File: src/rtl/mult_iter_pkg.sv
// mult_iter_pkg: FSM state type, default widths and elaboration helpers for mult_iter_param.
package mult_iter_pkg;
  typedef enum logic [1:0] {IDLE, CALC, FIX} state_t;
  localparam int DEF_A_W = 32;
  localparam int DEF_B_W = 32;
  localparam int DEF_DIG_W = 16;
  function automatic bit widths_ok(input int aw, input int bw, input int dw);
    return dw >= 1 && aw % dw == 0 && bw % dw == 0;
  endfunction
  function automatic int n_digits(input int w, input int dw);
    return dw >= 1 ? w / dw : 1;
  endfunction
  function automatic int n_pairs(input int aw, input int bw, input int dw);
    return n_digits(aw, dw) * n_digits(bw, dw);
  endfunction
  function automatic int cnt_w(input int n);
    return n > 1 ? $clog2(n) : 1;
  endfunction
endpackage

File: src/rtl/mult_iter_param_if.sv
// mult_iter_param_if: start/busy/done control and operand/product bus; acc exists only with MULT_ITER_ACC_EN.
interface mult_iter_param_if import mult_iter_pkg::*; #(
  parameter int A_W = DEF_A_W,
  parameter int B_W = DEF_B_W
);
  localparam int P_W = A_W + B_W;
  logic start;
  logic sgn;
`ifdef MULT_ITER_ACC_EN
  logic acc;
`endif
  logic [A_W-1:0] a;
  logic [B_W-1:0] b;
  logic busy;
  logic done;
  logic [P_W-1:0] product;
`ifdef MULT_ITER_ACC_EN
  modport master(output start, sgn, acc, a, b, input busy, done, product);
  modport slave(input start, sgn, acc, a, b, output busy, done, product);
`else
  modport master(output start, sgn, a, b, input busy, done, product);
  modport slave(input start, sgn, a, b, output busy, done, product);
`endif
endinterface

File: src/rtl/mult_iter_fsm.sv
// mult_iter_fsm: IDLE/CALC/FIX sequencer walking digit pairs (i,j) j-fastest; owns busy, done and datapath enables.
module mult_iter_fsm import mult_iter_pkg::*; #(
  parameter int NA = 2,
  parameter int NB = 2,
  localparam int IW = cnt_w(NA),
  localparam int JW = cnt_w(NB)
) (
  input  logic          clk,
  input  logic          reset,
  input  logic          start,
  output logic          busy,
  output logic          done,
  output logic          ld,
  output logic          add_en,
  output logic          fix_en,
  output logic [IW-1:0] i,
  output logic [JW-1:0] j
);
  state_t state_q, state_d;
  logic [IW-1:0] i_q, i_d;
  logic [JW-1:0] j_q, j_d;
  logic busy_q, busy_d, done_q, done_d;
  logic last_i, last_j;
  always_comb begin
    last_i = i_q == IW'(NA - 1);
    last_j = j_q == JW'(NB - 1);
    state_d = state_q;
    i_d = i_q;
    j_d = j_q;
    ld = 1'b0;
    add_en = 1'b0;
    fix_en = 1'b0;
    case (state_q)
      IDLE: if (start) begin
        ld = 1'b1;
        i_d = '0;
        j_d = '0;
        state_d = CALC;
      end
      CALC: begin
        add_en = 1'b1;
        j_d = last_j ? '0 : j_q + 1'b1;
        i_d = last_j ? (last_i ? '0 : i_q + 1'b1) : i_q;
        state_d = last_i && last_j ? FIX : CALC;
      end
      FIX: begin
        fix_en = 1'b1;
        state_d = IDLE;
      end
      default: state_d = IDLE;
    endcase
    busy_d = state_d != IDLE;
    done_d = state_q == FIX;
  end
  always_ff @(posedge clk or negedge reset)
    if (!reset) begin
      state_q <= IDLE;
      i_q <= '0;
      j_q <= '0;
      busy_q <= 1'b0;
      done_q <= 1'b0;
    end else begin
      state_q <= state_d;
      i_q <= i_d;
      j_q <= j_d;
      busy_q <= busy_d;
      done_q <= done_d;
    end
  assign busy = busy_q;
  assign done = done_q;
  assign i = i_q;
  assign j = j_q;
endmodule

File: src/rtl/mult_iter_param.sv
// mult_iter_param: A_W x B_W iterative signed/unsigned multiplier, one DIG_W x DIG_W partial product per cycle.
// Define MULT_ITER_ACC_EN to add the acc input that adds the result onto the previously held product.
module mult_iter_param import mult_iter_pkg::*; #(
  parameter int A_W = DEF_A_W,
  parameter int B_W = DEF_B_W,
  parameter int DIG_W = DEF_DIG_W
) (
  input logic clk,
  input logic reset,
  mult_iter_param_if.slave bus
);
  localparam int P_W = A_W + B_W;
  localparam int NA = n_digits(A_W, DIG_W);
  localparam int NB = n_digits(B_W, DIG_W);
  localparam int IW = cnt_w(NA);
  localparam int JW = cnt_w(NB);
  if (!widths_ok(A_W, B_W, DIG_W)) begin : g_bad_widths
    $error("mult_iter_param: A_W and B_W must be multiples of DIG_W, DIG_W >= 1");
  end
  logic busy, done, ld, add_en, fix_en, accm_in;
  logic [IW-1:0] i;
  logic [JW-1:0] j;
  logic [A_W-1:0] amag_q, amag_d;
  logic [B_W-1:0] bmag_q, bmag_d;
  logic neg_q, neg_d, accm_q, accm_d;
  logic [P_W-1:0] acc_q, acc_d, product_q, product_d, pp, res;
  logic [DIG_W-1:0] a_dig, b_dig;
`ifdef MULT_ITER_ACC_EN
  assign accm_in = bus.acc;
`else
  assign accm_in = 1'b0;
`endif
  mult_iter_fsm #(.NA(NA), .NB(NB)) u_fsm (
    .clk(clk),
    .reset(reset),
    .start(bus.start),
    .busy(busy),
    .done(done),
    .ld(ld),
    .add_en(add_en),
    .fix_en(fix_en),
    .i(i),
    .j(j)
  );
  // Operands are held as magnitudes, so the most negative value maps to 2^(W-1) without overflow.
  always_comb begin
    a_dig = DIG_W'(amag_q >> (int'(i) * DIG_W));
    b_dig = DIG_W'(bmag_q >> (int'(j) * DIG_W));
    pp = (P_W'(a_dig) * P_W'(b_dig)) << ((int'(i) + int'(j)) * DIG_W);
    res = neg_q ? -acc_q : acc_q;
    amag_d = ld ? (bus.sgn && bus.a[A_W-1] ? -bus.a : bus.a) : amag_q;
    bmag_d = ld ? (bus.sgn && bus.b[B_W-1] ? -bus.b : bus.b) : bmag_q;
    neg_d = ld ? bus.sgn & (bus.a[A_W-1] ^ bus.b[B_W-1]) : neg_q;
    accm_d = ld ? accm_in : accm_q;
    acc_d = ld ? '0 : add_en ? acc_q + pp : acc_q;
    product_d = ld && !accm_in ? '0 : fix_en ? (accm_q ? product_q + res : res) : product_q;
  end
  always_ff @(posedge clk or negedge reset)
    if (!reset) begin
      amag_q <= '0;
      bmag_q <= '0;
      neg_q <= 1'b0;
      accm_q <= 1'b0;
      acc_q <= '0;
      product_q <= '0;
    end else begin
      amag_q <= amag_d;
      bmag_q <= bmag_d;
      neg_q <= neg_d;
      accm_q <= accm_d;
      acc_q <= acc_d;
      product_q <= product_d;
    end
  assign bus.busy = busy;
  assign bus.done = done;
  assign bus.product = product_q;
endmodule

File: src/flat_wrapper.sv
// flat-port wrapper written by rule: the top's interface ports become plain ports
module mult_iter_param_flat import mult_iter_pkg::*;
#(
  parameter int A_W = DEF_A_W,
  parameter int B_W = DEF_B_W,
  parameter int DIG_W = DEF_DIG_W
)
  (clk, reset, bus_start, bus_sgn, bus_a, bus_b, bus_busy, bus_done, bus_product);
  mult_iter_param_if #(.A_W(A_W), .B_W(B_W)) bus_i ();
  input logic clk;
  input logic reset;
  input wire logic [$bits(bus_i.start)-1:0] bus_start;
  input wire logic [$bits(bus_i.sgn)-1:0] bus_sgn;
  input wire logic [$bits(bus_i.a)-1:0] bus_a;
  input wire logic [$bits(bus_i.b)-1:0] bus_b;
  output wire logic [$bits(bus_i.busy)-1:0] bus_busy;
  output wire logic [$bits(bus_i.done)-1:0] bus_done;
  output wire logic [$bits(bus_i.product)-1:0] bus_product;
  assign bus_i.start = bus_start;
  assign bus_i.sgn = bus_sgn;
  assign bus_i.a = bus_a;
  assign bus_i.b = bus_b;
  assign bus_busy = bus_i.busy;
  assign bus_done = bus_i.done;
  assign bus_product = bus_i.product;
  mult_iter_param #(.A_W(A_W), .B_W(B_W), .DIG_W(DIG_W)) u_core (.clk(clk), .reset(reset), .bus(bus_i));
endmodule
File: config.mk
export PLATFORM = sky130hd
export DESIGN_NAME = mult_iter_param_flat
export DESIGN_NICKNAME = d
export VERILOG_FILES = /design/src/rtl/mult_iter_pkg.sv /design/src/rtl/mult_iter_param_if.sv /design/src/rtl/mult_iter_fsm.sv /design/src/rtl/mult_iter_param.sv /design/src/flat_wrapper.sv
export SDC_FILE = /design/constraint.sdc
export NUM_CORES = 1
export LEC_CHECK = 0
export BUFFER_PORTS_ARGS = -buffer_cell sky130_fd_sc_hd__buf_2
export CAP_MARGIN = 30
export CORE_MARGIN = 1.5
export CORE_UTILIZATION = 45
export DETAILED_ROUTE_END_ITERATION = 7
export SLEW_MARGIN = 25
export SYNTH_ARGS = -nofsm -noshare
export SYNTH_HDL_FRONTEND = slang
export SYNTH_SLANG_ARGS = --single-unit
File: constraint.sdc
create_clock -name clk -period 11.46 [get_ports clk]
set_clock_uncertainty 0.2 [all_clocks]
set_input_delay 0.573 -clock clk [delete_from_list [all_inputs] [get_ports clk]]
set_output_delay 0.573 -clock clk [all_outputs]
set_load 0.1 [all_outputs]
==> summary.txt <==
Run status
  • Status: completed

Critical path
  • Crit path max-delay family: adder cells
  • R2R setup slack: slightly below 0.8 ns
  • Crit path max-delay cell type: dfrtp_1
  • Critical Path Most Common Cell: fa_1
  • Worst EP required: ~12 ns
  • Max incr delay on CP: 0.61 ns
  • Worst Setup End Kind: flop
  • CP max FO: 27
  • Worst Setup Start Kind: flop
  • Crit Path Class: reg2reg
  • Buf/Inv on CP: 5
  • Critical Path AT: 10.92 ns
  • R2R Path Start: u_core.u_fsm.i
  • Worst R2R Path Depth: 35
  • Critical R2R Capture: u_core.acc_q[63]

Cells and area
  • # fillers: 4964
  • Number of diodes: 0
  • Area grow syn2layout: 8.695%
  • Util after Layout: 49.54%
  • Most frequent cells in the layout: nand2_1, inv_1, nor2_1, dfrtp_1, fa_1
  • Layout cells sized above 1: 9.201%
  • Most common cell after layout, fill and taps aside: nand2_1
  • Fin nets: 3236

CTS
  • Clk buf depth: 2
  • Clock sink count: approximately 200
  • Number of H-tree levels: 4
  • Skew-Pair Late Insertion Delay: between 0.5 and 0.6 ns
  • CTS Buf Count: 17
  • Root buf cell: clkbuf_16
  • Clk pin slew, worst setup/hold paths: ~0.10 ns
  • CTS tree: built

Min path
  • Worst hold path stage count: 3
  • Hold Crit Class: in2reg
  • Hold endpoint: u_core.bmag_q[31]
  • Hold_sp: bus_b[31]

Yosys
  • Post-Synthesis Cells: between 2000 and 3000
  • Most common flop cell mapped by yosys: dfrtp_1
  • YS warnings: 0
  • FF+latch count, synth: 199
  • Synth unique cells: 72
  • Mapped cell area: 22820 µm²
  • Avg Synthesized Cell Area: 8.323 µm²
  • Async set-or-reset flop fraction in the synthesized netlist: 100.0%
  • EDFF count, synth: 0
  • Sequential fraction of the synthesis area: 21.82%
  • Post-synth net total: 3176

Placed design
  • Detailed Place HPWL: 56150 µm
  • Placer Congestion: 0.9506
  • Post-placement setup slack: 0.6512 ns
  • Port Buffers: 133

Floorplan
  • Core Box Area: 50070 µm²
  • DIE WIDTH: approximately 230 µm
  • Full die area: 52070 µm²
  • Initial Util: a little under half
  • # IOs: 134
  • FP Rows: 82
  • DIE HEIGHT: around 230 µm

Job
  • # Max-Cap Violations: 0

Timing
  • RSZ-0062 raised after global routing: false
  • Final worst setup slack: 0.7837 ns
  • Worst Max-Slew Pin Slew: 0.9118 ns
  • Tmin final: 10.68 ns
  • Final Hold Vio Count: 0
  • Slew headroom: 37.48%
  • Final Cycle Share: just over 90%
  • Fmax: 93.67 MHz
  • Max-slew violation count: 0
  • # setup viols final: 0
  • Setup TNS: 0 ns

GRT
  • Initial antenna violation count: 0
  • Gr usage total: a little over a quarter
  • Largest net degree at the start of global routing: 114
  • First-pass GRT wire length: 109000 µm
  • Number of global-route vias before repair: just under 20000
  • Grt ovf: 0

Detailed routing
  • Avg WL per Cell: 19.58 µm
  • ANT nets after route: 0
  • Vias/cell: around 5.6
  • DRC viols: 0
  • First drt pass iteration count: 5
  • Drt total wl: around 68000 µm
  • DR vias: 19450
  • Iter 0 DRT Violations: about 1200
[synthesized netlist by cell type (all sizes together), types with 3 or more instances]
cell     count  area share [%]
nand2      409             6.7
inv        276             4.5
o21ai      246             5.4
nor2       209             3.4
dfrtp      199              22
fa         195              17
ha         171             9.4
a21oi      137             3.0
xor2       115             4.4
clkbuf     113             1.9
xnor2       94             3.6
a21o        56             1.8
nand3       45             1.0
mux2i       44             1.9
mux2        31             1.5
nor3        31            0.73
o31ai       29             1.1
and2        27            0.74
nor2b       27            0.74
or3         24            0.66
nor4        22            0.73
a31oi       21            0.58
nand4       21            0.58
o22ai       20            0.55
nand2b      18            0.49
o21bai      17            0.56
or4         17            0.59
or2         13            0.36
a22o        12            0.46
and3        12            0.33
o21a        12            0.39
buf         11            0.21
o41ai       11            0.46
nor3b        7            0.23
a211oi       6            0.20
a221o        5            0.22
a2111oi      3            0.12
a31o         3            0.12
nand3b       3           0.099
o211ai       3           0.099
o31a         3            0.12
[per-stage QoR]
| step | hold WS, ns | instances | area (µm²) |
|---|---|---|---|
| floorplan | 0.07741 | 2742 | 22820 |
| global placement | 0.2572 | 3452 | 24130 |
| detailed placement | 0.2654 | 3453 | 24140 |
| CTS | 0.1115 | 3486 | 24760 |
| global route | 0.1383 | 3487 | 24810 |
| finish | 0.1403 | 3487 | 24810 |
[kinds of logic (layout without fill, tap and decap cells)]
group	after synthesis	after routing	synth area share (%)
fa+ha+maj	366	366	26.48
simple gates	893	893	17.79
xor+xnor	209	209	8.021
buf+inv	400	473	6.607
flops	199	199	21.82
mux	75	75	3.460
compound gates	600	600	15.82
[tightest hold or removal path, stage by stage]
cell and delay (ns):
buf_2 0.13, nand3_1 0.07, nand2_1 0.04
[sequential cells by signal, indices dropped and copies added, names as in the netlist]
register and cells:
u_core.neg_q 1, u_core.bmag_q 32, u_core.acc_q 64, u_core.amag_q 32
u_core.bus.product 64, u_core.u_fsm.j 1, u_core.u_fsm.busy 1, u_core.u_fsm.done 1
u_core.u_fsm.state_q 2, u_core.u_fsm.i 1
[layout make-up]
type	count	area (µm²)	share of cell area, %
clock inverter	15	182.7	0.7364
tap	672	840.8	3.390
inverter	276	1036	4.177
timing repair buffer	165	950.9	3.834
multi-input combinational	2143	16390	66.06
clock buffer	17	425.4	1.715
sequential	199	4982	20.09
[worst max path at each step]
stage	start	end	slack [ns]	cells after the start
2_1_floorplan	u_core.u_fsm.i	u_core.acc_q[63]	1.11	36
3_3_place_gp	u_core.u_fsm.i	u_core.acc_q[63]	0.69	35
3_5_place_dp	u_core.u_fsm.j	u_core.acc_q[63]	0.65	32
4_1_cts	u_core.u_fsm.j	u_core.acc_q[63]	0.68	32
5_1_grt	u_core.u_fsm.i	u_core.acc_q[63]	0.13	35
6_report	u_core.u_fsm.i	u_core.acc_q[63]	0.78	35
[metal layers]
| metal | part of all wire [%] | GRT usage [%] | routed length (µm) | vias up |
|---|---|---|---|---|
| li1 | - | - | - | 9321 |
| met4 | 3.1 | 9.499 | 2101 | 0 |
| met5 | 0 | 0 | 0 | - |
| met1 | 43 | 34.54 | 29570 | 9473 |
| met2 | 49 | 45.99 | 33340 | 547 |
| met3 | 4.8 | 3.450 | 3264 | 105 |
[repair_timing]
action                                  CTS  global route
setup buffers                             0             0
hold endpoints to repair                 56             0
gates resized for setup                   0             4
endpoints found under the setup margin    0             1
hold buffers                              1             0
Power is not shown: default switching activity piles up to over one toggle a cycle in this logic, so the estimate is an artifact.
